**src/rtl/ahbm_pkg.sv**
```systemverilog
// Shared types and helpers for the AHB-Lite master engine.
// Optional feature macro: AHBM_WRAP_EN (enables WRAP4/WRAP8 bursts).
package ahbm_pkg;

  typedef enum logic [1:0] {
    HT_IDLE   = 2'b00,
    HT_BUSY   = 2'b01,
    HT_NONSEQ = 2'b10,
    HT_SEQ    = 2'b11
  } htrans_e;

  typedef enum logic [2:0] {
    HB_SINGLE = 3'b000,
    HB_INCR   = 3'b001,
    HB_WRAP4  = 3'b010,
    HB_INCR4  = 3'b011,
    HB_WRAP8  = 3'b100,
    HB_INCR8  = 3'b101,
    HB_WRAP16 = 3'b110,
    HB_INCR16 = 3'b111
  } hburst_e;

  typedef enum logic [1:0] {
    ST_IDLE = 2'b00,
    ST_ADDR = 2'b01,
    ST_LAST = 2'b10
  } state_e;

  localparam logic [2:0] HSIZE_WORD = 3'b010;
  localparam logic [1:0] RESP_OKAY  = 2'b00;

  // Number of beats for a burst code; zero marks a code this engine rejects.
  function automatic logic [3:0] beats_of(input hburst_e burst);
    case (burst)
      HB_SINGLE: beats_of = 4'd1;
      HB_INCR4:  beats_of = 4'd4;
      HB_INCR8:  beats_of = 4'd8;
`ifdef AHBM_WRAP_EN
      HB_WRAP4:  beats_of = 4'd4;
      HB_WRAP8:  beats_of = 4'd8;
`endif
      default:   beats_of = 4'd0;
    endcase
  endfunction

endpackage

```
**src/rtl/ahbm_addr_gen.sv**
```systemverilog
// Next-beat address for word bursts: +4, with wrap on a 16/32-byte window
// when AHBM_WRAP_EN is defined.
module ahbm_addr_gen
  import ahbm_pkg::*;
#(
  parameter int ADDR_W = 32
) (
`ifdef AHBM_WRAP_EN
  input  hburst_e           burst,
`endif
  input  logic [ADDR_W-1:0] addr,
  output logic [ADDR_W-1:0] next_addr
);

  logic [ADDR_W-1:0] incr;

  assign incr = addr + ADDR_W'(4);

  // Select incrementing or wrapped address for the following beat.
  always_comb begin
    // NOTE: the default assignment up front keeps every path driven, so no latch is inferred.
    next_addr = incr;
`ifdef AHBM_WRAP_EN
    case (burst)
      HB_WRAP4: next_addr = {addr[ADDR_W-1:4], incr[3:0]};
      HB_WRAP8: next_addr = {addr[ADDR_W-1:5], incr[4:0]};
      default:  next_addr = incr;
    endcase
`endif
  end

endmodule

```
**src/rtl/ahb_lite_master_engine.sv**
```systemverilog
// AHB-Lite single master: command/write-data/read-data streams to pipelined
// word transfers. Optional feature macro: AHBM_WRAP_EN (WRAP4/WRAP8 support).
module ahb_lite_master_engine
  import ahbm_pkg::*;
#(
  parameter int         ADDR_W    = 32,
  parameter int         DATA_W    = 32,
  parameter logic [2:0] HSIZE_VAL = HSIZE_WORD
) (
  input  logic              h_clk,
  input  logic              h_rstn,
  input  logic              cmd_valid,
  output logic              cmd_ready,
  input  logic              cmd_write,
  input  logic [ADDR_W-1:0] cmd_addr,
  input  logic [2:0]        cmd_burst,
  input  logic              wd_valid,
  input  logic [DATA_W-1:0] wd_data,
  output logic              wd_ready,
  output logic              rd_valid,
  output logic [DATA_W-1:0] rd_data,
  output logic              rd_err,
  output logic              done,
  output logic              done_err,
  output logic              h_sel,
  output logic [ADDR_W-1:0] h_addr,
  output logic [1:0]        h_trans,
  output logic              h_write,
  output logic [2:0]        h_burst,
  output logic [2:0]        h_size,
  output logic [DATA_W-1:0] h_wdata,
  input  logic              h_ready,
  input  logic [1:0]        h_resp,
  input  logic [DATA_W-1:0] h_rdata
);

  state_e            state_q, state_n;
  htrans_e           trans_q;
  logic [3:0]        beats_q, cmd_beats;
  logic [2:0]        beat_idx_q;
  logic              dp_valid_q, idle_ok_q;
  logic [DATA_W-1:0] wbuf_q;
  logic [ADDR_W-1:0] next_addr;

  logic in_addr, addr_live, resp_err, dp_err, last_beat;
  logic accept, reject, cancel, abort, adv, adv_mid, adv_last;
  logic busy_now, seq_take, beat_done, done_n;

  assign h_trans = trans_q;
  assign h_size  = HSIZE_VAL;

  assign cmd_beats = beats_of(hburst_e'(cmd_burst));
  assign in_addr   = (state_q == ST_ADDR);
  assign addr_live = (trans_q == HT_NONSEQ) || (trans_q == HT_SEQ);
  assign resp_err  = (h_resp != RESP_OKAY);
  assign dp_err    = dp_valid_q && resp_err;
  assign last_beat = ({1'b0, beat_idx_q} == (beats_q - 4'd1));

  assign accept    = cmd_valid && cmd_ready && (cmd_beats != 4'd0);
  assign reject    = cmd_valid && cmd_ready && (cmd_beats == 4'd0);
  // First error cycle: pull the pipelined address back to IDLE.
  assign cancel    = in_addr && dp_err && !h_ready;
  // Single-cycle error completion: drop the rest of the burst at once.
  assign abort     = in_addr && dp_err && h_ready;
  assign adv       = in_addr && !dp_err && addr_live && h_ready;
  assign adv_mid   = adv && !last_beat;
  assign adv_last  = adv && last_beat;
  assign busy_now  = in_addr && !dp_err && (trans_q == HT_BUSY);
  assign seq_take  = h_write && wd_valid && (adv_mid || busy_now);
  assign beat_done = (state_q != ST_IDLE) && dp_valid_q && h_ready;
  assign done_n    = ((state_q == ST_LAST) && h_ready) || abort || reject;

  ahbm_addr_gen #(.ADDR_W(ADDR_W)) u_addr_gen (
`ifdef AHBM_WRAP_EN
    .burst     (hburst_e'(h_burst)),
`endif
    .addr      (h_addr),
    .next_addr (next_addr)
  );

  // State register.
  always_ff @(posedge h_clk or negedge h_rstn) begin
    if (!h_rstn) state_q <= ST_IDLE;
    // NOTE: sequential state uses non-blocking assignments so every flop samples pre-edge values.
    else         state_q <= state_n;
  end

  // Next-state decode.
  always_comb begin
    state_n = state_q;
    case (state_q)
      ST_IDLE: if (accept) state_n = ST_ADDR;
      ST_ADDR: begin
        if (abort)                  state_n = ST_IDLE;
        else if (cancel || adv_last) state_n = ST_LAST;
      end
      ST_LAST: if (h_ready) state_n = ST_IDLE;
      default: state_n = ST_IDLE;
    endcase
  end

  // Handshake outputs; idle_ok_q keeps cmd_ready low in reset and in the done cycle.
  always_comb begin
    cmd_ready = idle_ok_q && (!cmd_write || wd_valid);
    wd_ready  = (cmd_ready && cmd_valid && (cmd_beats != 4'd0) && cmd_write) || seq_take;
  end

  // Bus-side and stream-side registers.
  always_ff @(posedge h_clk or negedge h_rstn) begin
    if (!h_rstn) begin
      trans_q    <= HT_IDLE;
      h_sel      <= 1'b0;
      h_addr     <= '0;
      h_write    <= 1'b0;
      h_burst    <= 3'b000;
      h_wdata    <= '0;
      wbuf_q     <= '0;
      beats_q    <= 4'd0;
      beat_idx_q <= 3'd0;
      dp_valid_q <= 1'b0;
      idle_ok_q  <= 1'b0;
      rd_valid   <= 1'b0;
      rd_data    <= '0;
      rd_err     <= 1'b0;
      done       <= 1'b0;
      done_err   <= 1'b0;
    end else begin
      idle_ok_q <= (state_n == ST_IDLE) && !done_n;
      done      <= done_n;
      done_err  <= ((state_q == ST_LAST) && h_ready && resp_err) || abort || reject;
      rd_valid  <= beat_done && !h_write;
      rd_err    <= beat_done && resp_err;
      if (beat_done && !h_write) rd_data <= h_rdata;

      if (state_q != ST_IDLE && h_ready) dp_valid_q <= adv;

      if (accept) begin
        trans_q    <= HT_NONSEQ;
        h_sel      <= 1'b1;
        h_addr     <= cmd_addr;
        h_write    <= cmd_write;
        h_burst    <= cmd_burst;
        beats_q    <= cmd_beats;
        beat_idx_q <= 3'd0;
        if (cmd_write) wbuf_q <= wd_data;
      end

      if (adv && h_write) h_wdata <= wbuf_q;
      if (seq_take)       wbuf_q  <= wd_data;

      if (adv_mid) begin
        h_addr     <= next_addr;
        beat_idx_q <= beat_idx_q + 3'd1;
        trans_q    <= (h_write && !wd_valid) ? HT_BUSY : HT_SEQ;
      end
      if (busy_now && wd_valid) trans_q <= HT_SEQ;
      if (adv_last || cancel)   trans_q <= HT_IDLE;

      if (abort || ((state_q == ST_LAST) && h_ready)) begin
        trans_q <= HT_IDLE;
        h_sel   <= 1'b0;
      end
    end
  end

endmodule

```
**config.mk**
```make
export PLATFORM = sky130hd
export DESIGN_NAME = ahb_lite_master_engine
export DESIGN_NICKNAME = d
export VERILOG_FILES = /design/src/rtl/ahbm_pkg.sv /design/src/rtl/ahbm_addr_gen.sv /design/src/rtl/ahb_lite_master_engine.sv
export SDC_FILE = /design/constraint.sdc
export NUM_CORES = 1
export LEC_CHECK = 0
export ABC_AREA = 1
export CAP_MARGIN = 20
export CORE_UTILIZATION = 51
export DETAILED_ROUTE_END_ITERATION = 8
export PLACE_DENSITY_LB_ADDON = 0.25
export SYNTH_ARGS = -nofsm -noshare
export SYNTH_HDL_FRONTEND = slang
export SYNTH_SLANG_ARGS = --single-unit
```
**constraint.sdc**
```tcl
create_clock -name h_clk -period 3.2 [get_ports h_clk]
set_input_delay 0.48 -clock h_clk [delete_from_list [all_inputs] [get_ports h_clk]]
set_output_delay 0.48 -clock h_clk [all_outputs]
set_load 0.01 [all_outputs]
```
==> impl_results.md <==
* Mapped Cells at about 910
* Post-synthesis adder-cell area fraction at 0.00529
* Antenna violations before repair at 0
* Detail Placement HPWL at ~13 mm
* Top sig layer: met4
* Final Cycle Share at 0.919
* Port Buffers at about 220
* Tightest Pin Transition at between 0.7 and 0.8 ns
* Placed cell area at between 9000 and 10000 µm²
* Synth Area in XOR/XNOR at 0.0222
* Mux contribution to synthesized area at 0
* CP endpoint kind: output pin
* CTS sink cnt at around 150
* Post-detailed-route count of antenna-violating nets at 0
* Ys Warns at 0
* Status: complete, no violations
* # nets final at around 1200
* Commonest non-fill, non-tap cell in the layout: nand2_1
* Slew headroom at 0.488
* CTS tree: done
* Via count at 6572
* Post-CTS Setup Inserts at 0
* First DRT Iteration DRCs at 570
* FP Rows at between 40 and 50
* Post-synthesis sequential element count at between 100 and 150
* GRT Util Overall at 0.268
* Cts repair resizes at 0
* Clock-pin slew on the worst setup and hold paths at approximately 0.060 ns
* RSZ-0062 raised after global routing: no
* Metal3 WL at approximately 1.1 mm
* CP Data Arrival Time at around 2.5 ns
* Area leader, netlist: dfrtp_1
* Ports at between 200 and 250
* CTS Buf Count at 17
* Die area at ~14000 µm²
* Fin. max-slew vios at 0
* Worst clock skew at a little under 0.009 ns
* Finished Core Util at 0.744
* Initial Utilization at 0.529
* Worst Hold Class: in2async
* Global route overflow at 0
* Drt drc at 0
* First-pass GRT wire length at 30.3 mm
* Synthesized area at between 7000 and 8000 µm²
* Sequential fraction of the synthesis area at 0.526
* Final Cell Area at between 9000 and 10000 µm²
* Root Driver: clkbuf_16
* Largest net degree at the start of global routing at 84
* Layout cells sized above 1 at 0.0573
* Final setup fails at 0
* Area growth syn-to-layout at 40.6%
* Compound-gate portion of the synthesized area at 0.0161
* # H-tree levels at 4
* Syn_area_per_cell at between 7 and 8 µm²
* Hold_ws at 0.0955 ns
* Most frequent cells in the layout: nand2_1, clkdlybuf4s50_1, dfrtp_1, nand3_1, nor2_1
* Final wirelength at approximately 19 mm
* Hold Buf Count CTS at 0
* Pwr dens at 853 nW/µm²
* Routed len/inst at around 14 µm
* Main combinational cell family by area after synthesis: simple AND/OR/NAND/NOR gates
* Crit Path Class: reg2out
* Die extent in x at roughly 120 µm
* DR pass1 iterations at 5
* Drt via density at ~5
* Vias in the first global route at 6309
* Gp weighted congestion at 0.936
* Worst path required time at between 2 and 3 ns
* Worst skew pair latency at 0.41 ns
* Overall Power at about 8.5 mW
* Die height at approximately 120 µm
* Hold Fails Final Rpt at 0
* CP Launch Type: register
* Cells after DPL at between 1000 and 1500
* Minimum clock period at ~3 ns
* Setup ws final at between 0.2 and 0.3 ns
* VDD IR-drop max at 558 µV
* Max-cap violations at 0
* Pre-CTS setup slack at 0.361 ns
* # diodes at 0
* Detail Route met2 WL at between 9 and 10 mm
* Synth top area cells: dfrtp_1, nand2_1, nand3_1, nor2_1, xnor2_1
* Post-synthesis simple-gate area fraction at 0.377
* Total negative slack at 0 ns
* Crit path max fanout at 22
* Core area at 13400 µm²
* Max Fclk at ~0.34 GHz
* Clock Tree Buf Depth at 2
* Top cell type's share of synthesized area at 0.526
* P_leak at 4.90 nW
* Non-Filler Instances at about 1300
* WL met1 at a little under 8 mm
* Post-synthesis cell type count at 33
==> cells in the mapped netlist (all sizes together) <==
cell type  instances
nand2            460
dfrtp            149
nand3            105
nor2              63
inv               37
buf               26
xnor2             14
clkbuf            13
nand3b            13
o21ai             12
xor2               4
ha                 3
a21oi              2
conb               2
nand4              2
nor3               2
o21bai             2
a21boi             1
o21a               1
o22ai              1
or2                1
==> where the power goes <==
part	total [mW]	leakage [nW]	switching, mW	internal (mW)
Sequential	3.31	1.90	0.646	2.67
Combinational	3.11	2.69	1.50	1.61
Clock	2.08	0.305	0.757	1.32
Total	8.50	4.90	2.90	5.60
==> per-layer routing <==
layer  track usage  vias up
met5             0        -
met4         0.102        0
met3        0.0623       26
met2         0.450      227
met1         0.336     3056
li1              -     3263
==> path summary, 6_finish.rpt <==
kind | start | endpoint | slack [ns] | cells after the start
max | beats_q[0] | wd_ready | 0.26 | 9
min | h_rstn | h_addr[10] | 0.1 | 1
max reg2reg | beats_q[0] | h_addr[18] | 0.83 | 9
min reg2reg | rd_data[31] | rd_data[31] | 0.47 | 2
max in group asynchronous | h_rstn | h_addr[5] | 2.30 | 2
min in group h_clk | rd_data[31] | rd_data[31] | 0.47 | 2
==> worst max-delay path, stage by stage (launching register included) <==
cell             delay (ns)
dfrtp_1                0.34
inv_1                  0.07
ha_1                   0.31
xor2_1                 0.16
nand3_1                0.19
nand2_4                0.26
nand2_1                0.10
nand2_2                0.10
nand2_4                0.05
clkdlybuf4s50_1        0.47
==> registers in the layout (all words and copies together), names as in the netlist, 2 cells and up <==
signal      cells
rd_data        32
beat_idx_q      3
beats_q         3
state_q         2
h_trans         2
h_wdata        32
h_burst         3
h_addr         32
wbuf_q         32
==> cells by family (layout without fill, tap and decap cells) <==
group / after synthesis / count (layout)
xor gates and xnor gates: 18 / 18
buffers and inverters: 76 / 296
other: 2 / 3
adders and majority gates: 3 / 3
and+or+nand+nor: 646 / 646
AOI/OAI and AO/OA: 19 / 19
DFF: 149 / 149
==> layout make-up <==
class | instances | area (µm²)
multi-input cells | 689 | 3000
inverters | 37 | 141
clock inverters | 9 | 138
fillers | 1061 | 3430
repair buffers | 227 | 2260
clock buffers | 23 | 488
flip-flops and latches | 149 | 3730
well taps | 176 | 220
No activity file was read; power rests on OpenSTA's default activity.
